--- config.mk ---
export PLATFORM = sky130hd
export DESIGN_NAME = mips_control_fsm
export DESIGN_NICKNAME = d
export VERILOG_FILES = /design/src/rtl/mips_control_fsm.sv
export SDC_FILE = /design/constraint.sdc
export NUM_CORES = 1
export LEC_CHECK = 0
export BUFFER_PORTS_ARGS = -buffer_cell sky130_fd_sc_hd__buf_2
export CAP_MARGIN = 20
export CORE_MARGIN = 1.5
export CORE_UTILIZATION = 30
export DETAILED_ROUTE_END_ITERATION = 10
export PLACE_DENSITY = 0.49
export SLEW_MARGIN = 20
export SYNTH_ARGS = -nofsm -noshare
export SYNTH_HDL_FRONTEND = slang
export SYNTH_SLANG_ARGS = --single-unit
export TNS_END_PERCENT = 20
--- constraint.sdc ---
create_clock -name clk -period 5.4 [get_ports clk]
set_input_delay 0.54 -clock clk [delete_from_list [all_inputs] [get_ports clk]]
set_output_delay 0.54 -clock clk [all_outputs]
set_load 0.01 [all_outputs]
--- src/rtl/mips_control_fsm.sv ---
// Multicycle MIPS control unit: sequences fetch/decode/execute/memory/writeback
// and drives every datapath control strobe, plus a retired-instruction counter.
module mips_control_fsm #(
  parameter int RESET_TO_FETCH = 1,
  parameter int CNT_W          = 32
) (
  input  logic             clk,
  input  logic             rst,
  input  logic [5:0]       opcode,
  input  logic             mem_ready,
  output logic             PCWrite,
  output logic             PCWriteCond,
  output logic             IorD,
  output logic             MemtoReg,
  output logic             IRWrite,
  output logic             RegDst,
  output logic             RegWrite,
  output logic             ALUSrcA,
  output logic [1:0]       ALUSrcB,
  output logic [2:0]       ALUOp,
  output logic [1:0]       PCSource,
  output logic             mem_rd_ena,
  output logic             mem_wr_ena,
  output logic             illegal_op,
  output logic [3:0]       state,
  output logic [CNT_W-1:0] instr_retired
);

  typedef enum logic [3:0] {
    FETCH     = 4'd0,
    DECODE    = 4'd1,
    MEM_ADDR  = 4'd2,
    MEM_READ  = 4'd3,
    MEM_WB    = 4'd4,
    MEM_WRITE = 4'd5,
    EXECUTE   = 4'd6,
    ALU_WB    = 4'd7,
    BRANCH    = 4'd8,
    JUMP      = 4'd9,
    IMM_EXEC  = 4'd10,
    IMM_WB    = 4'd11
  } state_t;

  localparam logic [5:0] OP_RTYPE = 6'b000000;
  localparam logic [5:0] OP_LW    = 6'b100011;
  localparam logic [5:0] OP_SW    = 6'b101011;
  localparam logic [5:0] OP_BEQ   = 6'b000100;
  localparam logic [5:0] OP_J     = 6'b000010;
  localparam logic [5:0] OP_ADDI  = 6'b001000;
  localparam logic [5:0] OP_ANDI  = 6'b001100;
  localparam logic [5:0] OP_ORI   = 6'b001101;
  localparam logic [5:0] OP_SLTI  = 6'b001010;

  // Only FETCH is a valid post-reset state; reject any other setting at elaboration.
  if (RESET_TO_FETCH != 1) begin : g_bad_reset_state
    $error("mips_control_fsm: RESET_TO_FETCH must be 1");
  end

  state_t           state_q;
  state_t           decode_next;
  logic             is_store_q;
  logic             retire;
  logic [CNT_W-1:0] retired_q;

  always_comb begin
    decode_next = FETCH;
    case (opcode)
      OP_RTYPE:                         decode_next = EXECUTE;
      OP_LW, OP_SW:                     decode_next = MEM_ADDR;
      OP_BEQ:                           decode_next = BRANCH;
      OP_J:                             decode_next = JUMP;
      OP_ADDI, OP_ANDI, OP_ORI, OP_SLTI: decode_next = IMM_EXEC;
      default:                          decode_next = FETCH;
    endcase
  end

  always_comb begin
    retire = 1'b0;
    case (state_q)
      MEM_WB, ALU_WB, IMM_WB, BRANCH, JUMP: retire = 1'b1;
      MEM_WRITE:                            retire = mem_ready;
      default:                              retire = 1'b0;
    endcase
  end

  // lw/sw choice is captured in DECODE so MEM_ADDR does not re-read opcode.
  always_ff @(posedge clk) begin
    if (rst) begin
      state_q    <= FETCH;
      is_store_q <= 1'b0;
      retired_q  <= '0;
    end else begin
      if (retire) retired_q <= retired_q + CNT_W'(1);
      case (state_q)
        FETCH:     if (mem_ready) state_q <= DECODE;
        DECODE: begin
          state_q    <= decode_next;
          is_store_q <= (opcode == OP_SW);
        end
        MEM_ADDR:  state_q <= is_store_q ? MEM_WRITE : MEM_READ;
        MEM_READ:  if (mem_ready) state_q <= MEM_WB;
        MEM_WRITE: if (mem_ready) state_q <= FETCH;
        EXECUTE:   state_q <= ALU_WB;
        IMM_EXEC:  state_q <= IMM_WB;
        default:   state_q <= FETCH;
      endcase
    end
  end

  // Moore decode; reset forces the PC-load-only pattern and masks all strobes.
  always_comb begin
    PCWrite     = 1'b0;
    PCWriteCond = 1'b0;
    IorD        = 1'b0;
    MemtoReg    = 1'b0;
    IRWrite     = 1'b0;
    RegDst      = 1'b0;
    RegWrite    = 1'b0;
    ALUSrcA     = 1'b0;
    ALUSrcB     = 2'b00;
    ALUOp       = 3'b000;
    PCSource    = 2'b00;
    mem_rd_ena  = 1'b0;
    mem_wr_ena  = 1'b0;
    illegal_op  = 1'b0;
    if (rst) begin
      PCWrite = 1'b1;
    end else begin
      case (state_q)
        FETCH: begin
          mem_rd_ena = 1'b1;
          ALUSrcB    = 2'b01;
          IRWrite    = mem_ready;
          PCWrite    = mem_ready;
        end
        DECODE: begin
          ALUSrcB    = 2'b11;
          illegal_op = (decode_next == FETCH);
        end
        MEM_ADDR: begin
          ALUSrcA = 1'b1;
          ALUSrcB = 2'b10;
        end
        MEM_READ: begin
          IorD       = 1'b1;
          mem_rd_ena = 1'b1;
          ALUSrcA    = 1'b1;
          ALUSrcB    = 2'b10;
        end
        MEM_WB: begin
          MemtoReg = 1'b1;
          RegWrite = 1'b1;
        end
        MEM_WRITE: begin
          IorD       = 1'b1;
          ALUSrcA    = 1'b1;
          ALUSrcB    = 2'b10;
          mem_wr_ena = mem_ready;
        end
        EXECUTE: begin
          ALUSrcA = 1'b1;
          ALUOp   = 3'b010;
        end
        ALU_WB: begin
          RegDst   = 1'b1;
          RegWrite = 1'b1;
        end
        BRANCH: begin
          ALUSrcA     = 1'b1;
          ALUOp       = 3'b001;
          PCWriteCond = 1'b1;
          PCSource    = 2'b01;
        end
        JUMP: begin
          PCWrite  = 1'b1;
          PCSource = 2'b10;
        end
        IMM_EXEC: begin
          ALUSrcA = 1'b1;
          ALUSrcB = 2'b10;
          case (opcode)
            OP_ANDI: ALUOp = 3'b011;
            OP_ORI:  ALUOp = 3'b100;
            OP_SLTI: ALUOp = 3'b101;
            default: ALUOp = 3'b000;
          endcase
        end
        IMM_WB:  RegWrite = 1'b1;
        default: ;
      endcase
    end
  end

  assign state         = state_q;
  assign instr_retired = retired_q;

endmodule

* Yosys cells after proc, flatten, opt, wreduce, memory -nomap -nowiden
Cells that the tools add are included.
Storage, ports and cells: bits in registers 37, bits in latches 0, RAM bits 0, memory bits (read-only) 0, input port bits 9, output and inout port bits 54, word-level logic and storage cells 74, memories kept 0
Cells by class: add/subtract/negate cells 1, multiply operators 0, divide/modulo/power cells 0, magnitude comparators 0, eq/ne operators 22, shift-type cells 0, muxes and demuxes 36, bitwise operators 0, reduce and logical (&&, ||, !) cells 12
Operators with widths (count):
- 32-bit by 1-bit adder with 32-bit output (second input constant) | 1
- 4-bit case mux with 7 select lines | 1
- 6-bit by 4-bit equality test with 1-bit output (second input constant) | 4
- 1-bit two-way mux | 21
- 4-bit case mux with 5 select lines | 1
- 3-bit case mux with 3 select lines | 2
- 4-bit by 3-bit equality test with 1-bit output (second input constant) | 4
- 4-bit equality test (second input constant) | 4
- 6-bit equality test (second input constant) | 2
- 4-bit two-way mux | 3
- 4-bit by 2-bit equality test with 1-bit output (second input constant) | 2
- 4-bit zero test | 2
- 4-bit OR reduction | 2
- 6-bit by 2-bit equality test with 1-bit output (second input constant) | 1
- 6-bit by 3-bit equality test with 1-bit output (second input constant) | 1
- 6-bit zero test | 1
- 3-bit two-way mux | 2
- 2-bit inequality test (second input constant) | 3
- 2-bit case mux with 3 select lines | 1
- 2-bit OR reduction | 3
- 6-bit OR reduction | 1
- 5-bit OR reduction | 1
- 4-bit by 1-bit equality test with 1-bit output (second input constant) | 1
- 2-bit two-way mux | 2
- 4 further kinds | 5

* Longest topological paths before layout
Gate-level depths: netlist of the first run.
word-level depth 6, depth in mapped cells 8, depth with buffers taken out 5

* Least setup slack after synthesis of the first run
OpenSTA, ideal clock, no wires.
path kind register to register, start reg retired_q[8] (netlist: instr_retired[8]), end reg retired_q[31] (netlist: instr_retired[31]), library setup time 0.121 ns, arrival 1.940 ns, data required time 5.279 ns, slack 3.339 ns, cell stages (with the launch flop) 6, path buffers 1, period minus slack after synthesis 2.061 ns, cell sequence dfxtp_1 -> nand4_1 -> or4_1 -> buf_2 -> nor4_1 -> mux2_2
Between the ends: word-level cells in the longest chain between the ends 1
Ends and longest elaborated chain:
- start: declaration | RTL line 63 | logic [CNT_W-1:0] retired_q;
- start signal: assignment | RTL line 93 | if (retire) retired_q <= retired_q + CNT_W'(1);
- 32-bit by 1-bit adder with 32-bit output | RTL line 93
Every way passes these cells. A chain may end at the register's enable or synchronous reset.

* Worst setup path after layout of the first run
start reg state_q[1] (netlist: state[1]), end out ALUOp[0]
Between the ends: word-level cells in the longest chain between the ends 3, elaborated cells on any way between the ends 5, those cells by class eq/ne (3); mux (2)
Ends and longest elaborated chain:
- start: declaration | RTL line 59 | state_t state_q;
- start signal: assignment | RTL line 97 | state_q <= decode_next;
- start signal: assignment | RTL line 100 | MEM_ADDR: state_q <= is_store_q ? MEM_WRITE : MEM_READ;
- 4-bit equality test or 4-bit by 3-bit equality test with 1-bit output (tied branches) | RTL line 129 | case (state_q)
- 3-bit case mux with 3 select lines * | RTL line 129
- 3-bit two-way mux * | RTL line 126 | if (rst) begin
- end: declaration | RTL line 20 | output logic [2:0] ALUOp,
Mark *: on every way between the ends. The rest lies on a longest branch, timed or not.

==> summary.txt, run 1 <==
Layout
  – Share of layout cells above drive strength 1: 0.232
  – Filler Cells Inserted: 760
  – Diodes inserted: 0
  – Commonest non-fill, non-tap cells in the layout: 62 x buf_2, 45 x nor2_1, 37 x dfxtp_1, 20 x nand4_1
  – Area grow syn2layout: 19.3%
  – Final core utilization: 0.371
  – Nets: 346
  – Most common cell after layout, fill and taps aside: buf_2
  – Post-route cell area: 2690 um2

Critical path
  – Startpoint types: flop
  – Reg2reg path depth: 4
  – FF-to-FF Start: state[0]
  – CP delay by family, top: simple AND/OR/NAND/NOR gates
  – Worst endpoint required time: 4860 ps
  – Worst setup EP type: output pin
  – Crit Path Max Fanout: 14
  – Worst EP arrival: 2180 ps
  – Slowest CP cell: nor2b_1
  – R2R Setup Slk: 2760 ps
  – Worst path max stage delay: 680 ps
  – CP bufs+invs: 1
  – Crit path cell chain: nor2b_1, nand4_1, o31ai_1, buf_2
  – Kind of critical path: reg2out
  – End of the worst register-to-register path: instr_retired[31]

Detailed routing
  – Vias: 2143
  – WL met3: 207 um
  – WL met2: 2480 um
  – Post-route ant nets: 0
  – WL met1: 2990 um
  – DR pass1 iterations: 4
  – Avg WL per Cell: 13.1 um
  – Highest routing layer actually used: met4
  – DRC: 0
  – Initial drt markers: 95
  – Number of vias per cell: 4.93
  – Routed wire length: 5720 um

Clock tree
  – Root Buffer: clkbuf_8
  – CTS tree: done
  – Clk_lat worst skew: 280 ps
  – Clock Tree Buf Depth: 2
  – Post-CTS Setup Inserts: 0
  – H-tree levels: 2
  – CTS Hold Bufs: 0
  – CTS Buf Count: 5
  – Clock sinks: 37
  – CTS resizes: 0
  – Clk slew on worst S/H paths: 70 ps

Yosys
  – FFs w/ async S/R, synth: 0
  – Post-Synthesis Net Count: 295
  – Post-synthesis xor/xnor area fraction: 0.113
  – Synth Area per Inst: 7.91 um2
  – Flops & latches, synth: 37
  – Simple logic cell fraction of the synthesized area: 0.401
  – Mux share of post-synthesis cell area: 0.00500
  – Largest family of logic cells by synthesized area: simple AND/OR/NAND/NOR gates
  – YS warnings: 0
  – Complex-gate fraction of the synthesized area: 0.0938
  – Sequential share of the synthesized area: 0.329
  – Synth Flop Type: dfxtp_1
  – Synthesized area: 2250 um2
  – Post-synth EDFFs: 0
  – Post-Synth Adder-Cell Area: 0.00555
  – Post-Syn Instances: 285
  – Yosys cell types: 43

Worst hold path
  – Start point of the worst hold path: instr_retired[1]
  – HP Class: reg2reg
  – Hold path endpoint: instr_retired[1]
  – Hold Path Stages: 2

Placed design
  – GPL Wtd Cong: 0.762
  – Post-place instance area: 2600 um2
  – Post-DP HPWL: 4040 um
  – Port Buffers: 62

Timing
  – Period Utilization, post-route: 0.504
  – Setup TNS: 0 ps
  – Worst slew pin tran: 832 ps
  – Max frequency: 0.368 GHz
  – Min Tclk post-route: 2720 ps
  – Clk_skew: 3.84 ps
  – RSZ-0062 raised after global routing: false
  – Slew margin rel.: 0.446
  – Final setup violation count: 0
  – Slew Limit Fails: 0
  – Hold Vio Cnt, Final: 0

GRT
  – Largest net degree at the start of global routing: 47
  – Total congestion overflow: 0
  – Vias in the first global route: 2008
  – First-pass GRT wire length: 9600 um
  – Initial antenna violation count: 0
  – Total track usage: 0.151

Pwr
  – Power Total: 0.000514 W
  – Pwr Density: 191 nW/um2
  – VDD IR max: 0.0995 mV
  – Static leakage: 1.11 nW

Floorplan
  – I/O pins: 63
  – Row cnt: 31
  – Die area: 8040 um2
  – Die width: 89.7 um
  – Core area: 7250 um2
  – Die height: 89.7 um
  – Initial Util: 0.311

Flow run
  – Max cap viols: 0

Status
  – Outcome: finished clean
[through the flow]
stage,setup slack [ps],hold slack [ps],instances
finish,2680,497,435
detailed placement,2780,490,428
floorplan,3340,472,285
CTS,2660,500,435
global placement,2830,493,428
global route,2460,513,435
[kinds of logic after synthesis]
| logic type | after synthesis |
|---|---|
| flip-flops | 37 |
| adder cells (fa/ha/maj) | 1 |
| AO/OA/AOI/OAI | 34 |
| multiplexers | 1 |
| XOR/XNOR | 29 |
| buffers and inverters | 26 |
| AND/OR/NAND/NOR | 157 |
[cells in the mapped netlist (all sizes together) (2+ instances only)]
cell | number | area (um2)
a21oi | 15 | 75.1
and2 | 7 | 43.8
and3 | 7 | 43.8
and4 | 5 | 43.8
buf | 7 | 47.6
clkbuf | 12 | 45.0
dfxtp | 37 | 741
inv | 7 | 26.3
nand2 | 16 | 60.1
nand2b | 5 | 31.3
nand3 | 10 | 50.1
nand3b | 2 | 15.0
nand4 | 20 | 125
nor2 | 46 | 175
nor2b | 4 | 25.0
nor3 | 10 | 50.1
nor4 | 11 | 133
nor4b | 4 | 35.0
o21ai | 6 | 30.0
o31ai | 5 | 37.5
or3 | 3 | 18.8
or4 | 4 | 30.0
xnor2 | 13 | 114
xor2 | 16 | 140
[area by class of cell]
class	instances	area, um2	share of cell area
multi-input cells	222	1390	0.518
flip-flops and latches	37	741	0.275
repair buffers	63	318	0.118
well taps	99	124	0.0461
clock buffers	7	86.3	0.0321
inverters	7	26.3	0.00977
[sequential cells by signal (all words and copies together), names as in the netlist]
register and cells:
state 4, is_store_q 1, instr_retired 32
[worst reg2reg max path: stages, from the launching register on]
cell and delay (ps):
dfxtp_1 600, nor2b_1 290, or4_1 880, nor4_1 390, mux2_2 370
[worst max-delay path by stage]
stage	startpoint	to	slack (ps)	depth (start not counted)
after global placement	state[0]	instr_retired[31]	2830	4
final	state[1]	ALUOp[0]	2680	4
after floorplan	instr_retired[8]	instr_retired[31]	3340	5
after global routing	state[1]	ALUOp[0]	2460	4
after CTS	state[1]	ALUOp[0]	2660	4
after detailed placement	state[0]	instr_retired[31]	2780	4
[power by group]
group | switching (W) | internal, W
Sequential | 0.00000387 | 0.000274
Clock | 0.0000928 | 0.000101
Combinational | 0.0000273 | 0.0000151
Total | 0.000124 | 0.000390
[per-layer routing]
metal  global-route usage  up-vias
met4               0.0420        0
met5                    0        -
met1                0.220      974
li1                     -     1119
met2                0.225       46
met3               0.0274        4
No activity file was read; power rests on OpenSTA's default activity.
==> run 2, diff against run 1 <==
--- a/config.mk
+++ b/config.mk
@@ -5,12 +5,13 @@
 export SDC_FILE = /design/constraint.sdc
 export NUM_CORES = 1
 export LEC_CHECK = 0
+export ABC_AREA = 1
 export BUFFER_PORTS_ARGS = -buffer_cell sky130_fd_sc_hd__buf_2
 export CAP_MARGIN = 20
 export CORE_MARGIN = 1.5
 export CORE_UTILIZATION = 30
 export DETAILED_ROUTE_END_ITERATION = 10
-export PLACE_DENSITY = 0.49
+export PLACE_DENSITY = 0.48
 export SLEW_MARGIN = 20
 export SYNTH_ARGS = -nofsm -noshare
 export SYNTH_HDL_FRONTEND = slang
==> constraint.sdc (replaced) <==
create_clock -name clk -period 2.7 [get_ports clk]
set_input_delay 0.27 -clock clk [delete_from_list [all_inputs] [get_ports clk]]
set_output_delay 0.27 -clock clk [all_outputs]
set_load 0.01 [all_outputs]
==> run 2 against run 1 <==
Net effect:
- synthesized cell count increased by 61%
- sequential power increased by 100%
- power increased by 100%
- critical path type unchanged
- largest cell class unchanged
==> summary.txt, run 2 <==
Status
  – Outcome: finished clean

Clock tree
  – Clock Tree Buf Depth: 2
  – Clock sinks: 37
  – CTS resizes: 0
  – CTS Hold Bufs: 0
  – CTS Buf Count: 5
  – Post-CTS Setup Inserts: 0
  – CTS tree: done
  – Clk_lat worst skew: 290 ps
  – H-tree levels: 2
  – Root Buffer: clkbuf_8
  – Clk slew on worst S/H paths: 70 ps

Layout
  – Diodes inserted: 0
  – Area of the multi-input gates: 1600 um2
  – Max FFs per register: 32
  – Share of layout cells above drive strength 1: 0.160
  – Filler Cells Inserted: 959
  – Commonest non-fill, non-tap cells in the layout: 165 x nand2_1, 85 x nor2_1, 62 x buf_2, 45 x inv_1, 37 x dfxtp_1
  – FF+latch area: 741 um2
  – Nets: 528
  – Most common cell after layout, fill and taps aside: nand2_1
  – Area grow syn2layout: 18.2%

Yosys
  – Yosys cell types: 30
  – Sequential share of the synthesized area: 0.286
  – Largest area contributor in the netlist: dfxtp_1
  – Count leader, synth: nand2_1
  – FFs w/ async S/R, synth: 0
  – Post-Syn Instances: 458
  – Post-Synthesis Net Count: 468
  – Synthesized area: 2590 um2
  – Flops & latches, synth: 37
  – Synth top cells by count: 165 x nand2_1, 85 x nor2_1, 45 x inv_1, 37 x dfxtp_1, 32 x a21oi_1
  – YS warnings: 0
  – Synth Area per Inst: 5.65 um2
  – Post-synth EDFFs: 0
  – Synth top area share: 0.286
  – Top cells by area, synth: dfxtp_1 29%, nand2_1 24%, nor2_1 12%, inv_1 6.5%, a21oi_1 6.2%
  – Synth Flop Type: dfxtp_1

Critical path
  – Crit path cell chain: nand2_2, inv_1, nand2_1, inv_1, nand3_1, nor3_1, buf_2
  – Worst setup EP type: output pin
  – Startpoint types: flop
  – Worst EP arrival: 1750 ps
  – Most used cell along the critical path: inv_1
  – Slowest CP cell: dfxtp_1
  – Kind of critical path: reg2out
  – Worst path max stage delay: 490 ps
  – Worst endpoint required time: 2430 ps
  – Crit Path Max Fanout: 8

Placed design
  – Post-DP HPWL: 5960 um
  – Port Buffers: 62
  – GPL Wtd Cong: 0.906

Timing
  – Min Tclk post-route: 2020 ps
  – Final setup violation count: 0
  – Hold Slack: 271 ps
  – Slew Limit Fails: 0
  – Max frequency: 0.496 GHz
  – Slew margin rel.: 0.679
  – Setup TNS: 0 ps
  – Period Utilization, post-route: 0.747
  – RSZ-0062 raised after global routing: false
  – Hold Vio Cnt, Final: 0
  – Clk_skew: 9.73 ps
  – Worst slew pin tran: 482 ps

Pwr
  – VDD IR max: 0.130 mV
  – Static leakage: 1.30 nW
  – Pwr Density: 341 nW/um2

Detailed routing
  – Post-route ant nets: 0
  – Avg WL per Cell: 12.5 um
  – DR pass1 iterations: 4
  – Initial drt markers: 126
  – Routed wire length: 7780 um
  – Vias: 2919
  – DRC: 0
  – Number of vias per cell: 4.68

Floorplan
  – Core area: 8300 um2
  – I/O pins: 63
  – Die area: 9190 um2
  – Die height: 95.9 um
  – Initial Util: 0.312
  – Row cnt: 33
  – Die width: 95.9 um

GRT
  – Total track usage: 0.182
  – Total congestion overflow: 0
  – Vias in the first global route: 2670
  – Largest net degree at the start of global routing: 42
  – Initial antenna violation count: 0
  – First-pass GRT wire length: 12900 um

Flow run
  – Max cap viols: 0

Worst hold path
  – HP Class: in2reg
[run 2: changes by cell type after synthesis, sizes merged, moves of 13 or more]
cell,change
nand2,+153
inv,+41
nor2,+42
nand4,-13
nand3,+22
a21oi,+17
[run 2: area by class of cell]
cell class,instances,share of cell area
multi-input cells,362,0.522
flip-flops and latches,37,0.242
repair buffers,64,0.106
inverters,48,0.0598
well taps,105,0.0430
clock buffers,8,0.0262
[run 2: path summary, 6_finish.rpt]
kind	from	endpoint	slack [ps]	cells after the start
max reg2reg	state[0]	instr_retired[9]	790	8
max	state[0]	illegal_op	680	7
min	opcode[3]	is_store_q	270	3
min reg2reg	is_store_q	is_store_q	500	2
[run 2: where the power goes]
part	internal, W	switching (W)	total (W)	leakage [nW]
Clock	0.000184	0.000202	0.000386	0.0395
Sequential	0.000549	0.00000668	0.000555	0.298
Combinational	0.0000318	0.0000708	0.000103	0.964
Total	0.000764	0.000279	0.00104	1.30
[run 2: per-stage QoR]
stage	std cells	util	instance area [um2]	worst slack [ps]	total power [W]
finish	624	0.368	3060	683	0.00104
global route	624	0.368	3060	578	0.00110
CTS	624	0.368	3060	688	0.00106
detailed placement	616	0.359	2980	821	0.000671
global placement	616	0.359	2980	836	0.000671
floorplan	458	-	2590	1180	0.000633
[run 2: routing by layer]
layer	GRT usage	vias to the layer above	routed length (um)
met1	0.264	1290	3970
met2	0.279	69	3370
li1	-	1556	-
met3	0.0332	4	381
met4	0.0404	0	57
met5	0	-	0
[run 2: worst max-delay path, delay by kind of cell (launching register included)]
| kind | cells | cell delay [ps] |
|---|---|---|
| simple gates | 4 | 570 |
| buf+inv | 3 | 400 |
| flops | 1 | 490 |
[run 2: cells by family (layout without fill, tap and decap cells)]
group	after synthesis	after routing	share of synthesized area
flops	37	37	0.286
compound gates	44	44	0.0881
simple gates	310	310	0.501
buf+inv	59	120	0.0963
xor+xnor	7	7	0.0237
fa+ha+maj	1	1	0.00484
==> run 3, diff against run 2 <==
==> constraint.sdc (replaced) <==
create_clock -name clk -period 2 [get_ports clk]
set_input_delay 0.2 -clock clk [delete_from_list [all_inputs] [get_ports clk]]
set_output_delay 0.2 -clock clk [all_outputs]
set_load 0.01 [all_outputs]
==> run 3 against run 2 <==
Net effect:
- clock skew fell by 3.1 ps
- die area stayed put
- first-iteration DRC count rose by 25%
- worst hold slack got worse by 74 ps
- critical endpoint unchanged
- largest power group unchanged
==> summary.txt, run 3 (synthesis results as in run 2) <==
Timing
  – Final setup violation count: 0
  – Period Utilization, post-route: 0.907
  – Setup TNS: 0 ps
  – Slew margin rel.: 0.731
  – Slew Limit Fails: 0
  – Min Tclk post-route: 1810 ps
  – Worst slew pin tran: 399 ps
  – Clk_skew: 6.67 ps
  – Hold Vio Cnt, Final: 0
  – Max frequency: 0.551 GHz
  – RSZ-0062 raised after global routing: false

Layout
  – Share of layout cells above drive strength 1: 0.172
  – Commonest non-fill, non-tap cells in the layout: 165 x nand2_1, 85 x nor2_1, 62 x buf_2, 45 x inv_1, 36 x dfxtp_1
  – Final core utilization: 0.375
  – Filler Cells Inserted: 924
  – Max FFs per register: 32
  – Most common cell after layout, fill and taps aside: nand2_1
  – Nets: 531
  – Area grow syn2layout: 20.4%
  – Diodes inserted: 0

GRT
  – Vias in the first global route: 2700
  – First-pass GRT wire length: 13100 um
  – Total congestion overflow: 0
  – Total track usage: 0.185
  – Initial antenna violation count: 0
  – Largest net degree at the start of global routing: 28

Critical path
  – Crit Path Max Fanout: 7
  – Most used cell along the critical path: inv_1
  – Slowest CP cell: dfxtp_1
  – Worst EP arrival: 1610 ps
  – Worst endpoint required time: 1800 ps
  – Worst setup EP type: output pin
  – CP bufs+invs: 4
  – Startpoint types: flop
  – CP delay by family, top: buffers and inverters
  – Kind of critical path: reg2out
  – Worst path max stage delay: 380 ps
  – Crit path cell chain: inv_2, nand2_2, inv_1, nand2_1, inv_1, nand3_1, nor3_1, buf_2

Floorplan
  – Die height: 95.9 um
  – I/O pins: 63
  – Row cnt: 33
  – Die width: 95.9 um
  – Die area: 9190 um2
  – Core area: 8300 um2
  – Initial Util: 0.312

Detailed routing
  – DRC: 0
  – Initial drt markers: 157
  – Avg WL per Cell: 12.6 um
  – Post-route ant nets: 0
  – Vias: 2919
  – Number of vias per cell: 4.66
  – DR pass1 iterations: 4
  – Routed wire length: 7870 um

Placed design
  – GPL Wtd Cong: 0.907
  – Port Buffers: 62
  – Post-DP HPWL: 6070 um

Clock tree
  – Post-CTS Setup Inserts: 0
  – Clk slew on worst S/H paths: 80 ps
  – Clk_lat worst skew: 290 ps
  – Clock sinks: 37
  – Root Buffer: clkbuf_8
  – CTS Buf Count: 5
  – CTS tree: done
  – H-tree levels: 2
  – Clock Tree Buf Depth: 2

Worst hold path
  – HP Class: in2reg

Pwr
  – Flop pwr share: 0.502
  – Sw power: 0.000397 W
  – Clk pwr share: 0.404
  – Pwr Density: 480 nW/um2
  – Static leakage: 1.34 nW
  – Switching share of power: 0.265
  – Combinational Power Share: 0.094
  – VDD IR max: 0.254 mV
  – Internal power: 0.00110 W

Status
  – Outcome: finished clean

Flow run
  – Max cap viols: 0
==> run 3: cell count changes in the layout (fill, tap and decap cells not counted), sizes merged <==
cell    before  now
clkinv       0    1
clkbuf       8    7
buf         64   67
==> run 3: final cells by class <==
class / instances / area [um2] / area share
well taps: 105 / 131 / 0.0422
multi-input cells: 362 / 1600 / 0.513
clock buffers: 7 / 96.3 / 0.0309
inverters: 48 / 183 / 0.0587
clock inverters: 1 / 5.00 / 0.00161
flip-flops and latches: 37 / 742 / 0.238
repair buffers: 67 / 360 / 0.116
==> run 3: worst reg2reg max path: stages (launching register included) <==
cell,delay (ps)
dfxtp_1,420
nand2_1,190
nor2_2,160
nand2_2,90
nand3_4,220
buf_4,220
nand2_1,90
o21ai_0,140
a21oi_1,50
==> run 3: path summary, 6_finish.rpt <==
path / startpoint / endpoint / slack, ps / cells after the start
max: state[1] / illegal_op / 190 / 8
min reg2reg: is_store_q / is_store_q / 490 / 2
max reg2reg: state[2] / instr_retired[4] / 300 / 8
min: opcode[3] / is_store_q / 200 / 3
==> run 3: timing repair <==
action                                  CTS  global route
endpoints found under the setup margin    0             3
hold buffers                              0             0
resized for setup                         0             2
==> run 3: power groups by stage <==
stage | clock (W) | combinational (W) | sequential (W)
floorplan | 0 | 0.0000875 | 0.000768
CTS | 0.000629 | 0.000142 | 0.000750
global route | 0.000657 | 0.000160 | 0.000752
detailed placement | 0 | 0.000141 | 0.000767
finish | 0.000605 | 0.000141 | 0.000750
global placement | 0 | 0.000142 | 0.000767
==> run 3: per-stage QoR <==
step | setup WS [ps] | power (W) | hold WS, ps | area (um2) | cells
after global placement | 331 | 0.000909 | 480 | 3010 | 619
after global routing | 4.23 | 0.00157 | 210 | 3110 | 627
after CTS | 95.6 | 0.00152 | 197 | 3110 | 627
after detailed placement | 318 | 0.000908 | 480 | 3010 | 619
after floorplan | 479 | 0.000855 | 343 | 2590 | 458
final | 186 | 0.00150 | 198 | 3110 | 627
==> run 3: layer usage <==
metal  track usage  wire length, um  vias up
met4        0.0551               97        0
met2         0.285             3320       73
met3        0.0308              366        6
met5             0                0        -
li1              -                -     1570
met1         0.263             4090     1270
